## src/rtl/tx_frame_if.sv

```systemverilog
// Client-side transmit stream: one 64-bit frame word per accepted cycle.
interface tx_frame_if;
  logic [63:0] tx_data;
  logic        tx_valid;
  logic        tx_last;
  logic [2:0]  tx_last_bytes;
  logic        tx_ready;

  modport master (
    output tx_data, tx_valid, tx_last, tx_last_bytes,
    input  tx_ready
  );

  modport slave (
    input  tx_data, tx_valid, tx_last, tx_last_bytes,
    output tx_ready
  );
endinterface

```

## src/rtl/tx_frame_assemble.sv

```systemverilog
// XGMII transmit framer: wraps client frame words with start/preamble/SFD,
// places the terminate character, flags underruns with /E/ and enforces a
// minimum inter-frame gap of idle words. /S/ is always placed in lane 0.
module tx_frame_assemble #(
  parameter int IFG_BYTES = 12
) (
  input  logic        txclk,
  input  logic        reset,
  tx_frame_if.slave   client,
  output logic [63:0] txd64,
  output logic [7:0]  txc8,
  output logic        tx_busy,
  output logic        tx_underrun,
  output logic        frame_done,
  output logic [15:0] frame_bytes
);

  localparam logic [63:0] IDLE_WORD  = 64'h0707070707070707;
  localparam logic [63:0] START_WORD = 64'hFB555555555555AB;
  localparam logic [63:0] TERM_WORD  = 64'hFD07070707070707;
  localparam logic [63:0] ERR_WORD   = 64'hFEFEFEFEFEFEFEFE;

  typedef enum logic [1:0] {S_IDLE, S_DATA, S_TERM, S_IFG} state_t;

  // Whole idle words still owed after a word that already carried k idle bytes.
  function automatic logic [1:0] extra_idles(input logic [2:0] k);
    logic [5:0] ifg;
    logic [5:0] need;
    ifg  = 6'(IFG_BYTES);
    need = (ifg > {3'b000, k}) ? (ifg - {3'b000, k}) : 6'd0;
    return 2'((need + 6'd7) >> 3);
  endfunction

  // Byte count addition that sticks at all-ones instead of wrapping.
  function automatic logic [15:0] sat_add(input logic [15:0] a, input logic [3:0] b);
    logic [16:0] s;
    s = {1'b0, a} + {13'b0, b};
    return s[16] ? 16'hFFFF : s[15:0];
  endfunction

  state_t      state_q, state_d;
  logic [63:0] txd_q, txd_d;
  logic [7:0]  txc_q, txc_d;
  logic        underrun_q, underrun_d;
  logic        done_q, done_d;
  logic [15:0] bytes_q, bytes_d;
  logic [1:0]  cnt_q, cnt_d;

  logic [63:0] last_word;
  logic [1:0]  idles_last;
  logic [1:0]  idles_term;

  // Partial last word: data in lanes below n, /T/ in lane n, idles above.
  genvar gi;
  generate
    for (gi = 0; gi < 8; gi++) begin : g_lane
      localparam logic [2:0] LANE = 3'(gi);
      assign last_word[63-8*gi -: 8] =
        (LANE < client.tx_last_bytes)  ? client.tx_data[63-8*gi -: 8] :
        (LANE == client.tx_last_bytes) ? 8'hFD : 8'h07;
    end
  endgenerate

  assign idles_last = extra_idles(3'd7 - client.tx_last_bytes);
  assign idles_term = extra_idles(3'd7);

  assign client.tx_ready = (state_q == S_DATA);
  assign tx_busy         = (state_q != S_IDLE);
  assign txd64           = txd_q;
  assign txc8            = txc_q;
  assign tx_underrun     = underrun_q;
  assign frame_done      = done_q;
  assign frame_bytes     = bytes_q;

  // State and registered XGMII/status outputs.
  always_ff @(posedge txclk) begin
    if (reset) begin
      state_q    <= S_IDLE;
      txd_q      <= IDLE_WORD;
      txc_q      <= 8'hFF;
      underrun_q <= 1'b0;
      done_q     <= 1'b0;
      bytes_q    <= 16'h0000;
      cnt_q      <= 2'd0;
    end else begin
      state_q    <= state_d;
      txd_q      <= txd_d;
      txc_q      <= txc_d;
      underrun_q <= underrun_d;
      done_q     <= done_d;
      bytes_q    <= bytes_d;
      cnt_q      <= cnt_d;
    end
  end

  // Next state and next output word; idle word is the default output.
  always_comb begin
    state_d    = state_q;
    txd_d      = IDLE_WORD;
    txc_d      = 8'hFF;
    underrun_d = 1'b0;
    done_d     = 1'b0;
    bytes_d    = bytes_q;
    cnt_d      = cnt_q;
    unique case (state_q)
      S_IDLE: begin
        if (client.tx_valid) begin
          txd_d   = START_WORD;
          txc_d   = 8'h80;
          bytes_d = 16'h0000;
          state_d = S_DATA;
        end
      end
      S_DATA: begin
        if (!client.tx_valid) begin
          txd_d      = ERR_WORD;
          underrun_d = 1'b1;
          state_d    = S_TERM;
        end else if (!client.tx_last || client.tx_last_bytes == 3'd0) begin
          txd_d   = client.tx_data;
          txc_d   = 8'h00;
          bytes_d = sat_add(bytes_q, 4'd8);
          if (client.tx_last) begin
            done_d  = 1'b1;
            state_d = S_TERM;
          end
        end else begin
          // Control bits set for lane n (the /T/) and every lane after it.
          txd_d   = last_word;
          txc_d   = 8'hFF >> client.tx_last_bytes;
          bytes_d = sat_add(bytes_q, {1'b0, client.tx_last_bytes});
          done_d  = 1'b1;
          cnt_d   = idles_last;
          state_d = (idles_last == 2'd0) ? S_IDLE : S_IFG;
        end
      end
      S_TERM: begin
        txd_d   = TERM_WORD;
        cnt_d   = idles_term;
        state_d = (idles_term == 2'd0) ? S_IDLE : S_IFG;
      end
      S_IFG: begin
        if (cnt_q <= 2'd1) begin
          cnt_d   = 2'd0;
          state_d = S_IDLE;
        end else begin
          cnt_d = cnt_q - 2'd1;
        end
      end
      default: state_d = S_IDLE;
    endcase
  end

endmodule

```

## src/flat_wrapper.sv

```systemverilog
// flat-port wrapper written by rule: the top's interface ports become plain ports
module tx_frame_assemble_flat 
#(
  parameter int IFG_BYTES = 12
)
  (txclk, reset, txd64, txc8, tx_busy, tx_underrun, frame_done, frame_bytes, client_tx_data, client_tx_valid, client_tx_last, client_tx_last_bytes, client_tx_ready);
  tx_frame_if client_i ();
  input  logic txclk;
  input  logic reset;
  output logic [63:0] txd64;
  output logic [7:0] txc8;
  output logic tx_busy;
  output logic tx_underrun;
  output logic frame_done;
  output logic [15:0] frame_bytes;
  input wire logic [$bits(client_i.tx_data)-1:0] client_tx_data;
  input wire logic [$bits(client_i.tx_valid)-1:0] client_tx_valid;
  input wire logic [$bits(client_i.tx_last)-1:0] client_tx_last;
  input wire logic [$bits(client_i.tx_last_bytes)-1:0] client_tx_last_bytes;
  output wire logic [$bits(client_i.tx_ready)-1:0] client_tx_ready;
  assign client_i.tx_data = client_tx_data;
  assign client_i.tx_valid = client_tx_valid;
  assign client_i.tx_last = client_tx_last;
  assign client_i.tx_last_bytes = client_tx_last_bytes;
  assign client_tx_ready = client_i.tx_ready;
  tx_frame_assemble #(.IFG_BYTES(IFG_BYTES)) u_core (.txclk(txclk), .reset(reset), .client(client_i), .txd64(txd64), .txc8(txc8), .tx_busy(tx_busy), .tx_underrun(tx_underrun), .frame_done(frame_done), .frame_bytes(frame_bytes));
endmodule
```

## config.mk

```make
export PLATFORM = sky130hd
export DESIGN_NAME = tx_frame_assemble_flat
export DESIGN_NICKNAME = d
export VERILOG_FILES = /design/src/rtl/tx_frame_if.sv /design/src/rtl/tx_frame_assemble.sv /design/src/flat_wrapper.sv
export SDC_FILE = /design/constraint.sdc
export NUM_CORES = 1
export LEC_CHECK = 0
export BUFFER_PORTS_ARGS = -buffer_cell sky130_fd_sc_hd__buf_2
export CAP_MARGIN = 20
export CORE_MARGIN = 2
export CORE_UTILIZATION = 52
export CTS_CLUSTER_DIAMETER = 50
export CTS_CLUSTER_SIZE = 10
export DETAILED_ROUTE_END_ITERATION = 8
export GPL_TIMING_DRIVEN = 0
export PLACE_DENSITY = 0.91
export SYNTH_ARGS = -nofsm -noshare
export SYNTH_HDL_FRONTEND = slang
export SYNTH_SLANG_ARGS = --single-unit
```

## constraint.sdc

```tcl
create_clock -name txclk -period 3 [get_ports txclk]
set_input_delay 0.6 -clock txclk [delete_from_list [all_inputs] [get_ports txclk]]
set_output_delay 0.6 -clock txclk [all_outputs]
set_load 0.05 [all_outputs]
```

; After elaboration in Yosys (flattened, before gate mapping)
; Index checks and enable logic that the tools add are counted.
[totals]
regBits = 94
output_inout_bits = 92
elab_cells = 97
[classes]
addsub = 6
n_lt_le_gt_ge = 9
n_eq_ne = 15
n_shift = 1
mux = 44
bitwise_logic = 2
n_reduce_logical = 13
[ops]
columns = op, n
row1 = 64-bit two-way mux, 3
row2 = 64-bit case mux with 3 select lines, 1
row3 = 8-bit two-way mux, 18
row4 = 16-bit two-way mux, 5
row5 = 16-bit case mux with 2 select lines, 1
row6 = 2-bit two-way mux, 9
row7 = 16-bit by 3-bit adder with 17-bit output, 1
row8 = 16-bit by 4-bit adder with 17-bit output (second input constant), 1
row9 = 8-bit case mux with 2 select lines, 1
row10 = 3-bit equality test (first input constant), 4
row11 = 3-bit < comparator (first input constant), 4
row12 = 3-bit AND reduction, 3
row13 = 2-bit case mux with 4 select lines, 1
row14 = 8-bit by 3-bit right shift with 8-bit output (first input constant), 1
row15 = 7-bit two-way mux, 1
row16 = 2-bit by 3-bit equality test with 1-bit output (first input constant), 2
row17 = 1-bit by 3-bit < comparator with 1-bit output (first input constant), 2
row18 = 2-bit by 3-bit < comparator with 1-bit output (first input constant), 2
row19 = 2-bit != test (second input constant), 3
row20 = 2-bit case mux with 3 select lines, 1
row21 = 5-bit by 3-bit adder with 5-bit output (second input constant), 1
row22 = 4-bit by 3-bit subtractor with 5-bit output (first input constant), 1
row23 = 2-bit equality test (second input constant), 2
row24 = 2-bit zero test, 2
row25 = 16 further kinds, 20

; Longest topological paths before layout
[logic_depth]
word_depth = 8
mapped_depth = 9

; Worst setup path before layout
; No wires, ideal clock.
[synth_timing]
path_type = register -> register
from = register u_core.state_q[1]
to = register u_core.bytes_q[12], in the netlist u_core.frame_bytes[12]
setup_time_ps = 63
arrival_time_ps = 2131
path_slack_ps = 807
path_stages_with_launch = 9
period_less_slack_ps = 2193
cell_sequence = dfxtp_1 > inv_1 > ha_1 > buf_2 > nand2_2 > nor2_1 > o21ai_0 > o221ai_1 > a32o_1
[synth_between]
elab_chain_cells = 3
elab_cells_between_ends = 7
cone_classes = 3 x eq/ne / 1 x mux / 3 x reduce/logical
[synth_lines]
columns = item, line_no
row1 = "start, declared", tx_frame_assemble.sv:41  ; state_t state_q, state_d;
row2 = "start signal, assigned", tx_frame_assemble.sv:86  ; state_q <= state_d;
row3 = 2-bit by 1-bit equality test with 1-bit output (*), -
row4 = net client_tx_ready, flat_wrapper.sv:20  ; output wire logic [$bits(client_i.tx_ready)-1:0] client_tx_ready;
row5 = 2-bit != test (no source line) / 2-bit nonzero test (equally long branches), -
row6 = 3-bit AND reduction (no source line), -
row7 = "end signal, assigned", tx_frame_assemble.sv:91  ; bytes_q <= bytes_d;
row8 = "end, declared", tx_frame_assemble.sv:46  ; logic [15:0] bytes_q, bytes_d;
; Mark *: on every way through the listed nets, which the timed path passes. The rest lies on a longest branch.
; A chain may end at the register's enable or synchronous reset.

; Final worst setup path
[layout_timing]
from = register u_core.state_q[1]
to = register u_core.bytes_q[12], in the netlist u_core.frame_bytes[12]
[layout_between]
elab_chain_cells = 3
elab_cells_between_ends = 7
cone_classes = 3 x eq/ne / 1 x mux / 3 x reduce/logical
[layout_lines]
columns = item, line_no
row1 = 2-bit by 1-bit equality test with 1-bit output / 2-bit zero test (equally long branches), tx_frame_assemble.sv:105  ; unique case (state_q)
row2 = 2-bit != test (no source line) / 2-bit nonzero test (equally long branches), -
row3 = 3-bit AND reduction (no source line), -
; Several ways; a longest one is shown, not always the timed one.

==> metrics.txt <==
net switching power of the design=2.66 mW; relative slew slack=0.504; xor and xnor fraction of the mapped netlist area=0.00223; clock tree from TritonCTS=done; setup repair after global routing missed its margin=no; # H-tree levels=3; Avg Synthesized Cell Area=8.47 sq um; synth warn=0; dominant combinational cell family by area after synthesis=compound AO/OA/AOI/OAI gates; area fraction in and, or, nand and nor cells after synthesis=0.201; horizontal die dimension=90.9 microns; first-pass GRT wire length=19800 microns; Layout Skew=0.00691 ns; number of flip-flops and latches in the synthesized netlist=94; clock slew seen by the registers of the worst setup and hold paths=0.10 ns; share of the cycle needed by the critical path after routing=0.832; IO Count=163; placed insts=722; maximum count of clock buffers along a single path=2; height of the die=90.9 microns; pin slew with the least headroom to its limit=0.736 ns; number of nets at the end of the flow=714; reported max-cap violation count=0; beginning of the critical path=u_core.state_q[1]$_SDFFE_PP0P_; final critical delay including setup and external delays=2.50 ns; startpoint of the worst-slack reg-to-reg timing path=u_core.state_q[1]$_SDFFE_PP0P_; Final Slew Violations=0; final core area utilization=0.694; run status=finished clean; Avg WL per Cell=17.3 microns; number of global-route vias before repair=4014; filler cell count in the final layout=605; starting utilization of the core area=0.538; fraction of power spent switching nets=0.510; fraction of final layout cells sized beyond drive strength 1=0.300; number of antenna violations at the first check in global routing=0; f_max=400 MHz; category of the worst setup path launch point=flop; net count after synthesis=543; non-filler instance count after layout=738; Logic pwr share=0.492; core region area=0.00729 sq mm; number of gates given a new drive strength after cts=0; static leakage power=2.25 nW; kind of critical path=reg2reg; power share of the sequential group=0.336; number of rows created at floorplan=31; data required time at the worst endpoint=3.32 ns; Die ar.=0.00826 sq mm; CTS buffer count=9; IR Drop Worst-Case VDD=447 uV; count of final hold-check violations=0; Crit. End Element=flop; global-route total usage across every layer=0.299; global placement routability congestion=0.973; share of synthesized area spent on multiplexers=0.00255; root buffer cell=clkbuf_8; average via count per standard cell=5.83; compound-cell area share of the yosys netlist=0.251; Skew-Pair Late Insertion Delay=0.37 ns; worst hold slack=0.413 ns; Routed WL=12800 microns; Synth async-reset ratio=0; sum of negative setup slack=0 ns; predominant post-synthesis flop cell=dfxtp_1; portion of total power attributed to the clock network=0.172; number of I/O port buffers=160; EDFF count, synth=0; distinct cell type count of the synthesized netlist=56; post-route ant nets=0; crit-path max FO=10; antenna diode count=0; Power Internal=2.55 mW; number of iterations in the first detailed-routing pass=5; Worst Min Path Start=client_tx_data[56]; post-CTS setup buffers=0; WP data arrival=2.82 ns; via count=4300; clock sink count=94; DRC viols=0; DR iter-0 viols=343; Post-Syn Area=0.00392 sq mm; adder-cell share of the synthesized area=0.0306; HPWL reported at the end of detailed placement=9700 microns; pre-CTS setup slack=0.478 ns; total congestion overflow after global routing=0; post-synthesis to final-layout area growth=29.0%; least setup slack across all paths after layout=0.503 ns; power density normalized to cell area=1030 mW/mm^2; Hold Buf Count CTS=0; path category of the worst min-delay check=in2reg; Seq/Total Area, Yosys=0.480; Post-Synthesis Cells=463; count of endpoints failing setup in the final report=0; pin count of the biggest net entering global routing=19
[metal layers]
layer / GRT usage / up-vias / wire length (microns)
met5: 0 / - / 0
met1: 0.366 / 1991 / 5070
met2: 0.522 / 279 / 6260
met3: 0.0559 / 28 / 1180
li1: - / 2002 / -
met4: 0.115 / 0 / 279
[worst max-delay path: stages (launching register included)]
cell      delay (ns)
dfxtp_1         0.36
inv_1           0.11
ha_1            0.19
buf_2           0.22
nand2_2         0.16
nor2_1          0.55
o21ai_0         0.42
o221ai_1        0.29
a32o_1          0.14
[layout make-up]
cell class                 instances  area (sq um)  share of cell area
multi-input combinational        338          1910               0.378
sequential                        94          1880               0.372
timing repair buffer             160           801               0.158
clock buffer                       9           124              0.0245
tap                               99           124              0.0245
buffer                            22          93.8              0.0185
clock inverter                     7          90.1              0.0178
inverter                           9          33.8             0.00667
[worst paths after layout]
check | end | slack [ns] | cells past startpoint
worst max-delay path | u_core.frame_bytes[12]$_SDFFE_PP0P_ | 0.50 | 8
worst min-delay path | u_core.txd64[56]$_SDFF_PP1_ | 0.41 | 3
worst max register to register | u_core.frame_bytes[12]$_SDFFE_PP0P_ | 0.50 | 8
worst min register to register | u_core.frame_bytes[2]$_SDFFE_PP0P_ | 0.49 | 1
[sequential cells by signal, indices dropped and copies added (netlist names)]
| name | cells |
|---|---|
| u_core.frame_done | 1 |
| u_core.frame_bytes | 16 |
| u_core.state_q | 2 |
| u_core.tx_underrun | 1 |
| u_core.cnt_q | 2 |
| u_core.txc8 | 8 |
| u_core.txd64 | 64 |
[kinds of logic (layout without fill, tap and decap cells)]
family	count (synthesis)	in the layout
AND/OR/NAND/NOR	168	168
AO/OA/AOI/OAI	159	159
flip-flops	94	94
buffers and inverters	31	207
adder cells (fa/ha/maj)	9	9
XOR/XNOR	1	1
multiplexers	1	1
[cell usage after synthesis, types with 4 or more instances]
library cell / instances / area [sq um]
nand2b_1: 6 / 37.5
nor2_1: 60 / 225
o2bb2ai_1: 4 / 35.0
and2_1: 6 / 37.5
ha_1: 8 / 100
o21a_1: 7 / 52.6
nand2_1: 48 / 180
nand3_1: 12 / 60.1
a21oi_1: 43 / 215
clkbuf_1: 12 / 45.0
o221ai_1: 4 / 35.0
dfxtp_1: 94 / 1880
nand3b_1: 4 / 30.0
o21ai_1: 4 / 20.0
inv_1: 9 / 33.8
o21ai_0: 54 / 270
o31ai_1: 7 / 52.6
buf_2: 9 / 45.0
nor3_1: 11 / 55.1
a31oi_1: 8 / 50.1
[stage by stage]
step           power, mW  instance area (sq um)
3_5_place_dp        4.32                   4850
4_1_cts             5.20                   5060
6_report            5.21                   5060
5_1_grt             5.42                   5060
3_3_place_gp        4.27                   4850
2_1_floorplan       3.67                   3920
[power groups by stage]
stage | sequential (mW) | clock [mW] | combinational, mW
4_1_cts | 1.75 | 0.900 | 2.55
3_3_place_gp | 1.76 | 0 | 2.50
2_1_floorplan | 3.03 | 0 | 0.646
3_5_place_dp | 1.78 | 0 | 2.55
6_report | 1.75 | 0.895 | 2.56
5_1_grt | 1.79 | 0.959 | 2.68
[cells in the final DEF (no fill, tap or decap), types with 3 or more instances in the layout]
cell type and count:
a21oi_1 43, o2bb2ai_1 4, a211oi_1 3, o21a_1 7, o21ai_1 4, buf_2 169
o211ai_1 3, nand2_1 48, nand3b_1 4, nand3_1 12, o22ai_1 3, clkbuf_8 9
or3_1 3, and4_1 3, nor2_1 60, ha_1 8, nand2b_1 6, and2_1 6
a31oi_1 8, clkbuf_1 12, dfxtp_1 94, o21ai_0 54, o221ai_1 4, inv_1 9
o31ai_1 7, nor3_1 11, nand4_1 3
Power figures use the tool's default switching activity.
